--- src/rtl/seg_scan_if.sv ---
// seg_scan_if: bundle between the scrolling-text generators and the 7-segment
// scan driver.
//   data        [19:0] four 5-bit char codes {d3,d2,d1,d0}; d3 is the leftmost digit
//   dp_en       [3:0]  decimal point request per digit, active-high
//   seg         [7:0]  {dp,g,f,e,d,c,b,a}, active-low, toward the board pins
//   an          [3:0]  digit anodes, active-low
//   frame_start        1-cycle pulse: a new snapshot was taken and digit 0 is selected
// master: the text side (drives data/dp_en). slave: the scan driver.
interface seg_scan_if;
  logic [19:0] data;
  logic [3:0]  dp_en;
  logic [7:0]  seg;
  logic [3:0]  an;
  logic        frame_start;

  modport master (
    output data, dp_en,
    input  seg, an, frame_start
  );

  modport slave (
    input  data, dp_en,
    output seg, an, frame_start
  );
endinterface

--- src/rtl/seg_scan_driver.sv ---
// seg_scan_driver: snapshots the 20-bit text bus once per frame, decodes each
// 5-bit code to a 7-segment glyph and time-multiplexes four common-anode digits,
// with a blanking gap at the start of every digit slot to suppress ghosting.
// Ports:
//   clk    system clock, everything on posedge
//   rst_n  asynchronous active-low reset
//   bus    seg_scan_if.slave: data/dp_en in; seg/an/frame_start out (all registered)
// Parameters:
//   SCAN_DIV   clk cycles per digit slot (>= 2)
//   BLANK_CYC  cycles the anodes stay off at slot start (< SCAN_DIV-1); 0 and 1
//              both give a single dark cycle (the tick edge itself)
module seg_scan_driver #(
  parameter int SCAN_DIV  = 24000,
  parameter int BLANK_CYC = 240
) (
  input  logic       clk,
  input  logic       rst_n,
  seg_scan_if.slave  bus
);

  localparam int CNT_W = (SCAN_DIV > 2) ? $clog2(SCAN_DIV) : 1;

  typedef enum logic {
    ST_BLANK = 1'b0,
    ST_DRIVE = 1'b1
  } state_t;

  logic [CNT_W-1:0] cnt_q, cnt_d;
  logic [CNT_W-1:0] blank_cnt_q, blank_cnt_d;
  logic [1:0]       idx_q, idx_d;
  logic [19:0]      frame_q, frame_d;
  logic [3:0]       dp_q, dp_d;
  logic [3:0]       an_q, an_d;
  logic [7:0]       seg_q, seg_d;
  logic             fs_q, fs_d;
  state_t           state_q, state_d;

  logic             tick;
  logic [4:0]       code_sel;
  logic             dp_sel;

  // Active-high glyph {g,f,e,d,c,b,a}.
  function automatic logic [6:0] decode(input logic [4:0] code);
    logic [6:0] g;
    case (code)
      5'd0:  g = 7'h3F;  5'd1:  g = 7'h06;  5'd2:  g = 7'h5B;  5'd3:  g = 7'h4F;
      5'd4:  g = 7'h66;  5'd5:  g = 7'h6D;  5'd6:  g = 7'h7D;  5'd7:  g = 7'h07;
      5'd8:  g = 7'h7F;  5'd9:  g = 7'h6F;  5'd10: g = 7'h77;  5'd11: g = 7'h7C;
      5'd12: g = 7'h39;  5'd13: g = 7'h5E;  5'd14: g = 7'h79;  5'd15: g = 7'h71;
      5'd16: g = 7'h3D;  5'd17: g = 7'h76;  5'd18: g = 7'h06;  5'd19: g = 7'h1E;
      5'd20: g = 7'h38;  5'd21: g = 7'h54;  5'd22: g = 7'h5C;  5'd23: g = 7'h73;
      5'd24: g = 7'h67;  5'd25: g = 7'h50;  5'd26: g = 7'h6D;  5'd27: g = 7'h78;
      5'd28: g = 7'h3E;  5'd29: g = 7'h6E;  5'd30: g = 7'h40;
      default: g = 7'h00;
    endcase
    return g;
  endfunction

  function automatic logic [4:0] pick_code(input logic [19:0] frame, input logic [1:0] idx);
    logic [4:0] c;
    case (idx)
      2'd0:    c = frame[4:0];
      2'd1:    c = frame[9:5];
      2'd2:    c = frame[14:10];
      default: c = frame[19:15];
    endcase
    return c;
  endfunction

  assign tick = (cnt_q == CNT_W'(SCAN_DIV - 1));

  always_comb begin
    cnt_d       = tick ? '0 : cnt_q + 1'b1;
    blank_cnt_d = blank_cnt_q;
    idx_d       = idx_q;
    frame_d     = frame_q;
    dp_d        = dp_q;
    an_d        = an_q;
    seg_d       = seg_q;
    fs_d        = 1'b0;
    state_d     = state_q;
    code_sel    = 5'd31;
    dp_sel      = 1'b0;

    if (tick) begin
      idx_d       = idx_q + 2'd1;
      an_d        = 4'hF;
      state_d     = ST_BLANK;
      blank_cnt_d = CNT_W'(BLANK_CYC);
      if (idx_q == 2'd3) begin
        // Frame wrap: take the snapshot, and decode digit 0 straight from the
        // bus so the new frame is visible in its very first slot.
        frame_d  = bus.data;
        dp_d     = bus.dp_en;
        fs_d     = 1'b1;
        code_sel = bus.data[4:0];
        dp_sel   = bus.dp_en[0];
      end else begin
        code_sel = pick_code(frame_q, idx_d);
        dp_sel   = dp_q[idx_d];
      end
      seg_d = {~dp_sel, ~decode(code_sel)};
    end else begin
      case (state_q)
        ST_BLANK: begin
          // A count of 0 or 1 both release on this edge, so the dark gap is
          // never shorter than the tick cycle itself.
          if (blank_cnt_q <= CNT_W'(1)) begin
            an_d    = ~(4'b0001 << idx_q);
            state_d = ST_DRIVE;
          end else begin
            blank_cnt_d = blank_cnt_q - 1'b1;
          end
        end
        default: ;
      endcase
    end
  end

  always_ff @(posedge clk or negedge rst_n) begin
    if (!rst_n) begin
      cnt_q       <= '0;
      blank_cnt_q <= '0;
      idx_q       <= 2'd3;
      frame_q     <= {4{5'd31}};
      dp_q        <= 4'h0;
      an_q        <= 4'hF;
      seg_q       <= 8'hFF;
      fs_q        <= 1'b0;
      state_q     <= ST_BLANK;
    end else begin
      cnt_q       <= cnt_d;
      blank_cnt_q <= blank_cnt_d;
      idx_q       <= idx_d;
      frame_q     <= frame_d;
      dp_q        <= dp_d;
      an_q        <= an_d;
      seg_q       <= seg_d;
      fs_q        <= fs_d;
      state_q     <= state_d;
    end
  end

  assign bus.seg         = seg_q;
  assign bus.an          = an_q;
  assign bus.frame_start = fs_q;

endmodule
--- src/flat_wrapper.sv ---
// flat-port wrapper written by rule: the top's interface ports become plain ports
module seg_scan_driver_flat 
#(
  parameter int SCAN_DIV  = 24000,
  parameter int BLANK_CYC = 240
)
  (clk, rst_n, bus_data, bus_dp_en, bus_seg, bus_an, bus_frame_start);
  seg_scan_if bus_i ();
  input  logic clk;
  input  logic rst_n;
  input wire logic [$bits(bus_i.data)-1:0] bus_data;
  input wire logic [$bits(bus_i.dp_en)-1:0] bus_dp_en;
  output wire logic [$bits(bus_i.seg)-1:0] bus_seg;
  output wire logic [$bits(bus_i.an)-1:0] bus_an;
  output wire logic [$bits(bus_i.frame_start)-1:0] bus_frame_start;
  assign bus_i.data = bus_data;
  assign bus_i.dp_en = bus_dp_en;
  assign bus_seg = bus_i.seg;
  assign bus_an = bus_i.an;
  assign bus_frame_start = bus_i.frame_start;
  seg_scan_driver #(.SCAN_DIV(SCAN_DIV), .BLANK_CYC(BLANK_CYC)) u_core (.clk(clk), .rst_n(rst_n), .bus(bus_i));
endmodule
--- config.mk ---
export PLATFORM = sky130hd
export DESIGN_NAME = seg_scan_driver_flat
export DESIGN_NICKNAME = d
export VERILOG_FILES = /design/src/rtl/seg_scan_if.sv /design/src/rtl/seg_scan_driver.sv /design/src/flat_wrapper.sv
export SDC_FILE = /design/constraint.sdc
export NUM_CORES = 1
export LEC_CHECK = 0
export CORE_MARGIN = 2
export CORE_UTILIZATION = 61
export DETAILED_ROUTE_END_ITERATION = 16
export PLACE_DENSITY = 0.94
export SETUP_SLACK_MARGIN = 0.05
export SLEW_MARGIN = 20
export SYNTH_ARGS = -nofsm -noshare
export SYNTH_HDL_FRONTEND = slang
export SYNTH_SLANG_ARGS = --single-unit
--- constraint.sdc ---
create_clock -name clk -period 7.7 [get_ports clk]
set_clock_uncertainty 0.05 [all_clocks]
set_input_delay 1.925 -clock clk [delete_from_list [all_inputs] [get_ports clk]]
set_output_delay 1.925 -clock clk [all_outputs]
set_load 0.05 [all_outputs]
Yosys cells after proc, flatten, opt, wreduce, memory -nomap -nowiden
Memories as Yosys holds them, arrays and structs flattened. Cells that the tools add are included.

Flip-flop bits (word level): 70. ROM bits: 224. Bits of input ports: 26. Output and inout bits: 13. Word-level logic and storage cells: 50. Memories kept: 1.

$add $sub $neg: 3. $lt $le $gt $ge: 2. Equal/unequal tests: 6. Shifts and indexed selects: 1. Multiplexer cells: 20. Bitwise gates (word level): 3. Reductions and logical operators: 5.

Memory list: (name not given) (words 32, width 7, rd ports 1, clocked after memory_dff 0, write ports 0, RTL line seg_scan_driver.sv:45) `case (code)`.

Operators by type and width (number): 15-bit two-way mux (4); 15-bit by 1-bit adder with 15-bit output (second input constant) (1); 15-bit == test (second input constant) (1); 15-bit by 1-bit less-or-equal comparator with 1-bit output (second input constant) (1); 5-bit one-hot mux with 3 select lines (1); 15-bit by 1-bit subtractor with 15-bit output (second input constant) (1); 4-bit two-way mux (3); 5-bit two-way mux (2); 1-bit two-way mux (8); 7-bit two-way mux (1); 7-bit inverter (1); 2-bit AND reduction (3); 2-bit == test (second input constant) (2); 4-bit inverter (1); 1-bit by 2-bit left shift with 4-bit output (first input constant) (1); 2-bit by 3-bit < comparator with 1-bit output (second input constant) (1); 2-bit by 1-bit adder with 2-bit output (second input constant) (1); 1-bit binary-select mux with 2-bit select (1); 2-bit by 1-bit == test with 1-bit output (second input constant) (1); 2-bit logical NOT (1); 2-bit by 1-bit != test with 1-bit output (second input constant) (1); 2-bit != test (second input constant) (1); 2-bit nonzero test (1); 1-bit inverter (1).

Longest topological paths before layout
Gate-level depths: netlist of the first run. An unclocked memory read counts as a cell.

Word-level depth: 8. Mapped depth: 12. Mapped depth without buffers: 11.

Worst setup path before layout of the first run
Ideal clock, no wire load.

Path kind: input -> register. Start: input port bus_data[0]. End: register u_core.seg_q[5] (netlist: u_core.bus.seg[5]). Library setup time: 0.082 ns. Arrival: 3.297 ns. Data required time: 7.568 ns. Setup slack: 4.272 ns. Stages on the path: 7. Path buffers: 0. Cells stage by stage: a22oi_2 inv_1 ha_1 mux2_2 a21oi_1 o31ai_1 o21bai_1.

Word-level cells in the longest chain between the ends: 5.

Ends and longest elaborated chain: from (decl) (RTL line flat_wrapper.sv:11) `input wire logic [$bits(bus_i.data)-1:0] bus_data;`; 5-bit two-way mux (RTL line seg_scan_driver.sv:90) `if (idx_q == 2'd3) begin`; 5-bit two-way mux (RTL line seg_scan_driver.sv:85) `if (tick) begin`; memory read 32 x 7 bit; 7-bit two-way mux (RTL line seg_scan_driver.sv:85); 7-bit inverter (RTL line seg_scan_driver.sv:102) `seg_d = {~dp_sel, ~decode(code_sel)};`; to (signal assigned) (RTL line seg_scan_driver.sv:138) `seg_q <= seg_d;`; to (decl) (RTL line seg_scan_driver.sv:34) `logic [7:0] seg_q, seg_d;`.

No other way between the ends. The select of a mux whose other input is x is not followed. A chain may end at the register's enable or synchronous reset.

Worst setup path after layout of the first run
Start: input port bus_data[3]. End: register u_core.seg_q[0] (netlist: u_core.bus.seg[0]).

Same word-level chain as after synthesis.

==> results of run 1 <==
[per-layer routing]
layer | vias to the layer above | part of all wire, % | global-route usage, %
met5 | - | 0 | 0
li1 | 1333 | - | -
met4 | 0 | 2.6 | 11.8
met1 | 1427 | 43 | 34.9
met3 | 22 | 5.1 | 6.30
met2 | 118 | 49 | 42.8
[layout make-up]
type | instances | area share [%]
clock inverters | 4 | 1.75
inverters | 9 | 0.761
well taps | 75 | 2.11
repair buffers | 42 | 9.13
multi-input cells | 258 | 42.3
flip-flops and latches | 70 | 40.4
clock buffers | 12 | 3.49
[per-stage QoR]
| step | total power [mW] | worst slack [ns] | hold WS [ns] | util [%] |
|---|---|---|---|---|
| 3_5_place_dp | 0.396 | 3.56 | 0.405 | 70.7 |
| 2_1_floorplan | 0.375 | 4.27 | 0.403 | - |
| 3_3_place_gp | 0.395 | 3.62 | 0.394 | 70.7 |
| 6_report | 0.734 | 3.83 | 0.412 | 74.6 |
| 5_1_grt | 0.756 | 3.68 | 0.432 | 74.6 |
| 4_1_cts | 0.738 | 3.92 | 0.415 | 74.6 |
[worst reg2reg max path, delay by kind of cell (launching register included)]
kind	cells	cell delay, ns
mux	1	0.28
buf+inv	2	0.49
fa+ha+maj	2	0.89
compound gates	5	1.04
flops	1	0.60
[cells by family after synthesis]
logic type,Yosys count,synth area share [%]
simple gates,123,16.1
flops,70,47.6
compound gates,58,11.5
mux,37,11.2
xor+xnor,24,5.58
buf+inv,22,2.85
fa+ha+maj,16,5.31
[worst paths after layout]
path / end
worst min register to register: u_core.bus.seg[6]
min in group asynchronous: u_core.blank_cnt_q[14]
worst min-delay path: u_core.bus.seg[6]
worst max-delay path: u_core.bus.seg[0]
max in group asynchronous: u_core.blank_cnt_q[9]
worst max register to register: u_core.bus.seg[5]
[report_power, final]
group	leakage (nW)	internal, mW	switching (mW)
clock network	0.117	0.202	0.143
logic	1.02	0.0112	0.00967
registers	0.836	0.368	0
[cells in the final DEF (no fill, tap or decap), types with 5 or more instances in the layout]
cell             instances
nand2_1                 38
inv_1                    9
nor2_1                  29
xnor2_1                 12
nor2b_1                  5
ha_1                    16
clkbuf_8                11
mux2i_1                  9
nand3_1                 16
o21ai_0                 15
dfstp_2                 34
xor2_1                  12
a21oi_1                  7
dfrtp_1                 36
clkdlybuf4s50_1         37
a222oi_1                 5
mux2_2                  26
nor3_1                   8
[sequential cells by signal, summed over array words and instances, names as in the netlist]
| register | flops |
|---|---|
| u_core.blank_cnt_q | 15 |
| u_core.bus.an | 4 |
| u_core.bus.frame_start | 1 |
| u_core.bus.seg | 8 |
| u_core.cnt_q | 15 |
| u_core.dp_q | 4 |
| u_core.frame_q | 20 |
| u_core.idx_q | 2 |
| u_core.state_q | 1 |
==> qor.yml, run 1 <==
hold_class: "flip-flop to flip-flop"
drt-pass1-iter-count: 5
dieArea_um2: 6830
placed_area_um2: 4210
vias: 2900
rsz0062_at_grt: "no"
hold_viol: 0
wl_per_cell_um: 17.8
initial_core_util_pct: 63.3
final_nets: 432
hpwl_um: 5650
grt.total_usage_pct: 26.8
die_x_um: 82.6
cts_resized: 0
worstPathArrival_ns: 4.11
maxCapViolCount: 0
postLayoutCellArea_um2: 4440
final_layout_size_suffix_gt1_share_pct: 24.1
detail_route.iter0.violations: 288
cts_max_level: 3
path_max_fanout: 11
critPathTopFamily: "compound AO/OA/AOI/OAI gates"
path_cells: "clkdlybuf4s50_1 -> a21oi_1 -> nand2_1 -> and3b_1 -> nor4_1 -> a211o_1"
place.gp.congestion: 0.868
start_kind: "input port"
synthCells: 350
slew_headroom_pct: 25.3
path_depth: 6
tightest_slew_ns: 1.12
clock_path_buffers: 2
cts_made_buffers: 9
ff2ff_path_depth: 10
final_max_slew_viol_count: 0
powerDensity_nw_per_um2: 165
grt_first_pass_wirelength_um: 13600
synth.area.top_cells: "dfrtp_1, dfstp_2, mux2_2"
yosysUniqueCellTypes: 53
synth_warnings: 0
synth_most_common_cell: "nand2_1"
ys_ff_latch: 70
ant_nets: 0
fmax_mhz: 258
cts_tree: "done"
synth_area_leader_cell: "dfrtp_1"
root_buffer: "clkbuf_8"
leakagePower_nw: 1.97
synthTopCellsByCount: "nand2_1, dfrtp_1, dfstp_2, nor2_1, mux2_2"
syn_nets: 392
synth_flop_cell: "dfrtp_1"
grt_max_degree: 71
cts_setup_buffers: 0
hold_buffers: 0
critPathMaxStageDelay_ns: 0.83
avgSynthCellArea_um2: 10.8
n_fill_cell: 418
detail_route.vias_per_cell: 6.17
route.detailed.drc: 0
max-vdd-ir-drop_mv: 0.198
wirelength_um: 8390
overflow: 0
synth_edf_count: 0
num_rows: 28
portBuffers: 38
status: "finished, final reports clean"
antenna_found_initial: 0
syn_to_final_growth_pct: 17.8
required_ns: 7.94
synth_area_um2: 3770
grt_pass1_vias: 2792
setup_tns_ns: 0
synth-async-reset-ratio_pct: 100
coreArea_um2: 5960
crit_path_start: "bus_data[3]"
cp_slowest_cell: "a21oi_1"
synth_top_area_share_pct: 23.9
cp_num_buf_inv: 1
rrSetupSlack_ns: 4.29
setup-violations-final: 0
ios: 39
end_kind: "flip-flop"
multi_input_area_um2: 1880
min_from: "u_core.bus.seg[6]"
reg2reg_from: "u_core.idx_q[0]"
die_h_um: 82.6
timing_worst_setup_path_type: "input port to flip-flop"
diodes: 0
clock-sinks: 70
instances_no_fill: 470
post-route-period-util_pct: 50.3
min_period_ns: 3.87
yosysSeqAreaShare_pct: 47.6
holdPathStages: 2
path_clk_slew_ns: 0.07
ff_latch_area_um2: 1790
clock_latency_ns: 0.36
dp_cells: 454
Power figures use the tool's default switching activity.
==> run 2, diff against run 1 <==
--- a/config.mk
+++ b/config.mk
@@ -6,9 +6,9 @@
 export NUM_CORES = 1
 export LEC_CHECK = 0
 export CORE_MARGIN = 2
-export CORE_UTILIZATION = 61
+export CORE_UTILIZATION = 51
 export DETAILED_ROUTE_END_ITERATION = 16
-export PLACE_DENSITY = 0.94
+export PLACE_DENSITY = 0.85
 export SETUP_SLACK_MARGIN = 0.05
 export SLEW_MARGIN = 20
 export SYNTH_ARGS = -nofsm -noshare
==> constraint.sdc (replaced) <==
create_clock -name clk -period 3.2 [get_ports clk]
set_clock_uncertainty 0.05 [all_clocks]
set_input_delay 0.8 -clock clk [delete_from_list [all_inputs] [get_ports clk]]
set_output_delay 0.8 -clock clk [all_outputs]
set_load 0.05 [all_outputs]
==> run 2 against run 1 <==
  * Non-clock buffer count up 6
  * Register-to-register slack worse by 4.0 ns
  * Count of clock-buffer cells in the layout up 3
  * Sequential share of layout area down 0.56 points
  * Worst hold slack better by 0.0031 ns
  * Die area up 19%
  * Power up 130%
  * Critical path depth up 5
  * Global-route usage down 5.9 points
  * Setup slack worse by 3.6 ns
  * Flip-flop and latch count unchanged
  * Critical path type is now flip-flop to flip-flop
  * Critical endpoint is now u_core.bus.seg[1]
  * Highest routed layer unchanged
==> qor.yml, run 2 (synthesis gave the netlist of run 1 again) <==
wl_per_cell_um: 16.0
ant_nets: 0
initial_core_util_pct: 52.3
dp_cells: 484
final_layout_size_suffix_gt1_share_pct: 24.9
n_fill_cell: 609
ff_latch_area_um2: 1790
place.gp.congestion: 0.872
drt-pass1-iter-count: 4
die_h_um: 90.0
top_register: "u_core.frame_q"
setup_tns_ns: 0
cp_slowest_cell: "dfstp_2"
cts_tree: "done"
path_max_fanout: 8
clock_latency_ns: 0.36
clock-sinks: 70
multi_input_area_um2: 1880
diodes: 0
portBuffers: 38
end_kind: "flip-flop"
layout_common_cells: "nand2_1, clkdlybuf4s50_1, dfrtp_1"
final_nets: 438
clock_path_buffers: 2
leakagePower_nw: 1.99
die_x_um: 90.0
hold_class: "flip-flop to flip-flop"
overflow: 0
min_period_ns: 2.93
hold_viol: 0
vias: 2800
detail_route.iter0.violations: 191
cts_setup_buffers: 0
grt_max_degree: 39
ios: 39
wirelength_um: 8000
path_clk_slew_ns: 0.07
root_buffer: "clkbuf_8"
tightest_slew_ns: 0.741
grt_first_pass_wirelength_um: 13600
coreArea_um2: 7210
instances_no_fill: 500
setup-violations-final: 0
fmax_mhz: 341
route.detailed.drc: 0
holdWs_ns: 0.415
final_common_cell: "nand2_1"
critPathMaxStageDelay_ns: 0.59
start_kind: "flip-flop"
max-vdd-ir-drop_mv: 0.249
worstPathArrival_ns: 3.17
detail_route.vias_per_cell: 5.60
post-route-period-util_pct: 91.6
hpwl_um: 5520
slew_headroom_pct: 50.6
cts_max_level: 3
dieArea_um2: 8100
cp_num_buf_inv: 2
syn_to_final_growth_pct: 19.4
maxCapViolCount: 0
rsz0062_at_grt: "no"
largest_reg_flops: 20
powerDensity_nw_per_um2: 375
antenna_found_initial: 0
reg_top3: "u_core.frame_q: 20 flops, u_core.blank_cnt_q: 15 flops, u_core.cnt_q: 15 flops"
status: "finished, final reports clean"
required_ns: 3.44
final_max_slew_viol_count: 0
num_rows: 31
cts_made_buffers: 9
timing_worst_setup_path_type: "flip-flop to flip-flop"
critPathTopFamily: "compound AO/OA/AOI/OAI gates"
grt_pass1_vias: 2859
grt.total_usage_pct: 20.9
path_cells: "inv_1 -> ha_1 -> a222oi_1 -> nand2_1 -> a22o_2 -> inv_1 -> ha_1 -> mux2_4 -> a211oi_2 -> a311oi_1 -> a21o_1"
-- run 2: final cells by class --
class / instances / area share [%]
clock buffer: 15 / 3.92
clock inverter: 1 / 0.667
inverter: 9 / 0.750
multi-input combinational: 258 / 41.8
sequential: 70 / 39.8
tap: 99 / 2.75
timing repair buffer: 48 / 10.3
-- run 2: power by group --
group | switching, mW | leakage, nW | internal (mW)
clock | 0.324 | 0.104 | 0.425
sequential | 0 | 0.836 | 0.887
combinational | 0.0229 | 1.05 | 0.0286
total | 0.347 | 1.99 | 1.34
-- run 2: path summary, 6_finish.rpt --
kind | startpoint | endpoint | slack [ns] | depth (start not counted)
max in group asynchronous | rst_n | u_core.frame_q[11] | 1.93 | 2
min in group asynchronous | rst_n | u_core.cnt_q[3] | 0.46 | 1
hold / removal | u_core.bus.seg[6] | u_core.bus.seg[6] | 0.41 | 2
hold reg to reg | u_core.bus.seg[6] | u_core.bus.seg[6] | 0.41 | 2
setup reg to reg | u_core.idx_q[0] | u_core.bus.seg[1] | 0.27 | 11
setup / recovery | u_core.idx_q[0] | u_core.bus.seg[1] | 0.27 | 11
-- run 2: what timing repair did --
action / 4_1_cts / 5_1_grt
resized for setup: 0 / 1
endpoints found under the setup margin: 0 / 1
hold buffers: 0 / 0
endpoints found under the hold margin: 0 / 0
-- run 2: layer usage --
| layer | vias up | share of wire, % | global-route usage, % |
|---|---|---|---|
| li1 | 1338 | - | - |
| met2 | 77 | 47 | 32.8 |
| met4 | 0 | 2.4 | 9.87 |
| met1 | 1369 | 46 | 27.5 |
| met5 | - | 0 | 0 |
| met3 | 16 | 4.3 | 5.03 |
-- run 2: tightest hold or removal path, delay by kind of cell (launching register included) --
family | cells | cell delay, ns
DFF | 1 | 0.37
and+or+nand+nor | 2 | 0.09
-- run 2: stage by stage --
step	power [mW]	util [%]	worst slack [ns]	area [µm²]
floorplan	0.902	-	0.507	3770
global placement	0.954	59.5	0.333	4300
detailed placement	0.955	59.5	0.287	4300
CTS	1.70	62.4	0.236	4500
global route	1.74	62.4	0.120	4500
finish	1.69	62.4	0.270	4500
==> run 3, diff against run 2 <==
--- a/config.mk
+++ b/config.mk
@@ -5,8 +5,10 @@
 export SDC_FILE = /design/constraint.sdc
 export NUM_CORES = 1
 export LEC_CHECK = 0
+export ABC_AREA = 1
+export CAP_MARGIN = 30
 export CORE_MARGIN = 2
-export CORE_UTILIZATION = 51
+export CORE_UTILIZATION = 52
 export DETAILED_ROUTE_END_ITERATION = 16
 export PLACE_DENSITY = 0.85
 export SETUP_SLACK_MARGIN = 0.05
==> run 3 against run 2 <==
  * Sequential share of layout area decreased by 2.0 points
  * Sequential power barely moved
  * Wire length grew 16%
  * First-iteration DRC count grew 30%
  * Final area is 5.4% higher
  * Largest power group unchanged
  * Critical path type unchanged
  * Flip-flop and latch count stayed put
  * Worst hold slack improved by 0.0031 ns
  * Fmax increased by 8.4%
  * Combinational power grew 1%
  * Clock power shrank 7.6%
==> qor.yml, run 3 <==
cts_setup_buffers: 0
hold_buffers: 0
start_kind: "flip-flop"
cp_slowest_cell: "dfstp_2"
max-vdd-ir-drop_mv: 0.244
root_buffer: "clkbuf_8"
setup-violations-final: 0
rsz0062_at_grt: "no"
cts_resized: 0
synthTopCellsByCount: "nand2_1, nor2_1, nand3_1, inv_1, dfrtp_1"
holdWs_ns: 0.418
portBuffers: 38
syn_to_final_growth_pct: 15.0
place.gp.congestion: 0.922
antenna_found_initial: 0
final_nets: 621
dieArea_um2: 8670
path_cells: "inv_1 -> ha_1 -> inv_2 -> nand2_1 -> nor2_1 -> nor2_1 -> nor2_1 -> nand3_1 -> nand2_1 -> nor2_1 -> nand2_1 -> nand3_1 -> nand2_1"
ys_ff_latch: 70
synth_edf_count: 0
slew_headroom_pct: 52.3
hold_class: "flip-flop to flip-flop"
use_met2_pct: 41.1
diodes: 0
hpwl_um: 6750
clock_path_buffers: 2
coreArea_um2: 7730
min_from: "u_core.cnt_q[0]"
ant_nets: 0
vias: 3641
yosysSeqAreaShare_pct: 43.5
synthCells: 541
cts_max_level: 3
grt_max_degree: 41
top_register: "u_core.frame_q"
timing_worst_setup_path_type: "flip-flop to flip-flop"
yosysUniqueCellTypes: 39
detail_route.iter0.violations: 248
die_x_um: 93.1
final_layout_size_suffix_gt1_share_pct: 13.2
grt_pass1_vias: 3606
min_period_ns: 2.70
wl_per_cell_um: 13.5
status: "finished, final reports clean"
final_max_slew_viol_count: 0
top_usage_layer: "met2"
maxCapViolCount: 0
path_clk_slew_ns: 0.07
critPathTopFamily: "simple AND/OR/NAND/NOR gates"
synth_top_area_share_pct: 21.8
powerDensity_nw_per_um2: 344
critPathMaxStageDelay_ns: 0.58
worstPathArrival_ns: 2.94
tightest_slew_ns: 0.715
die_h_um: 93.1
dp_cells: 670
synth.area.top_cells: "dfrtp_1, dfstp_2, nand2_1"
synth_area_leader_cell: "dfrtp_1"
crit_path_start: "u_core.idx_q[0]"
leakagePower_nw: 2.41
grt_first_pass_wirelength_um: 16400
num_rows: 32
post-route-period-util_pct: 84.5
synth_flop_cell: "dfrtp_1"
syn_nets: 583
end_kind: "flip-flop"
fmax_mhz: 370
synth_warnings: 0
instances_no_fill: 686
placed_area_um2: 4560
synth-async-reset-ratio_pct: 100
largest_reg_flops: 20
clock-sinks: 70
setup_tns_ns: 0
hold_viol: 0
grt.total_usage_pct: 23.7
overflow: 0
path_max_fanout: 12
route.detailed.drc: 0
reg2reg_from: "u_core.idx_q[0]"
cp_num_buf_inv: 2
cts_tree: "done"
detail_route.vias_per_cell: 5.31
layout_common_cells: "nand2_1, nor2_1, nand3_1"
use_met3_pct: 5.48
clock_latency_ns: 0.35
synth_most_common_cell: "nand2_1"
cts_made_buffers: 9
synth_area_um2: 4130
postLayoutCellArea_um2: 4750
final_common_cell: "nand2_1"
required_ns: 3.43
drt-pass1-iter-count: 5
ios: 39
reg_top3: "u_core.frame_q: 20 flops, u_core.blank_cnt_q: 15 flops, u_core.cnt_q: 15 flops"
grt_use_met1_pct: 29.7
avgSynthCellArea_um2: 7.63
wirelength_um: 9260
initial_core_util_pct: 53.4
==> run 3: layer usage <==
layer  share of wire, %  routed length, µm
met5                  0                  0
met4                2.1                195
met3                4.2                389
met2                 49               4530
met1                 45               4140
==> run 3: metrics by stage <==
stage	setup slack (ns)	utilization (%)	power, mW
finish	0.498	61.4	1.63
global route	0.283	61.4	1.70
CTS	0.555	61.4	1.65
detailed placement	0.590	59.1	0.956
global placement	0.650	59.1	0.955
floorplan	1.02	-	0.903
==> run 3: final timing paths <==
check,to,slack (ns),depth (start not counted)
worst max-delay path,u_core.bus.seg[5],0.50,13
worst min-delay path,u_core.cnt_q[0],0.42,1
worst max register to register,u_core.bus.seg[5],0.50,13
worst min register to register,u_core.cnt_q[0],0.42,1
max in group asynchronous,u_core.bus.seg[7],1.92,2
min in group asynchronous,u_core.cnt_q[4],0.46,1
==> run 3: kinds of logic (layout without fill, tap and decap cells) <==
group,Yosys count,count (layout),share of synthesized area [%]
AND/OR/NAND/NOR,335,335,35.3
flip-flops,70,70,43.5
buffers and inverters,56,99,6.18
AO/OA/AOI/OAI,53,53,7.79
adder cells (fa/ha/maj),16,16,4.85
XOR/XNOR,10,10,2.12
multiplexers,1,1,0.273
==> run 3: power by group <==
part	switching, mW	internal, mW
sequential	0.000401	0.887
clock	0.333	0.360
combinational	0.0235	0.0287
total	0.357	1.28
==> run 3: final cells by class <==
| class | count | area (µm²) |
|---|---|---|
| timing repair buffer | 39 | 395 |
| tap | 102 | 128 |
| sequential | 70 | 1790 |
| multi-input combinational | 415 | 2080 |
| clock buffer | 12 | 135 |
| fill | 677 | 2980 |
| inverter | 44 | 168 |
| clock inverter | 4 | 48.8 |
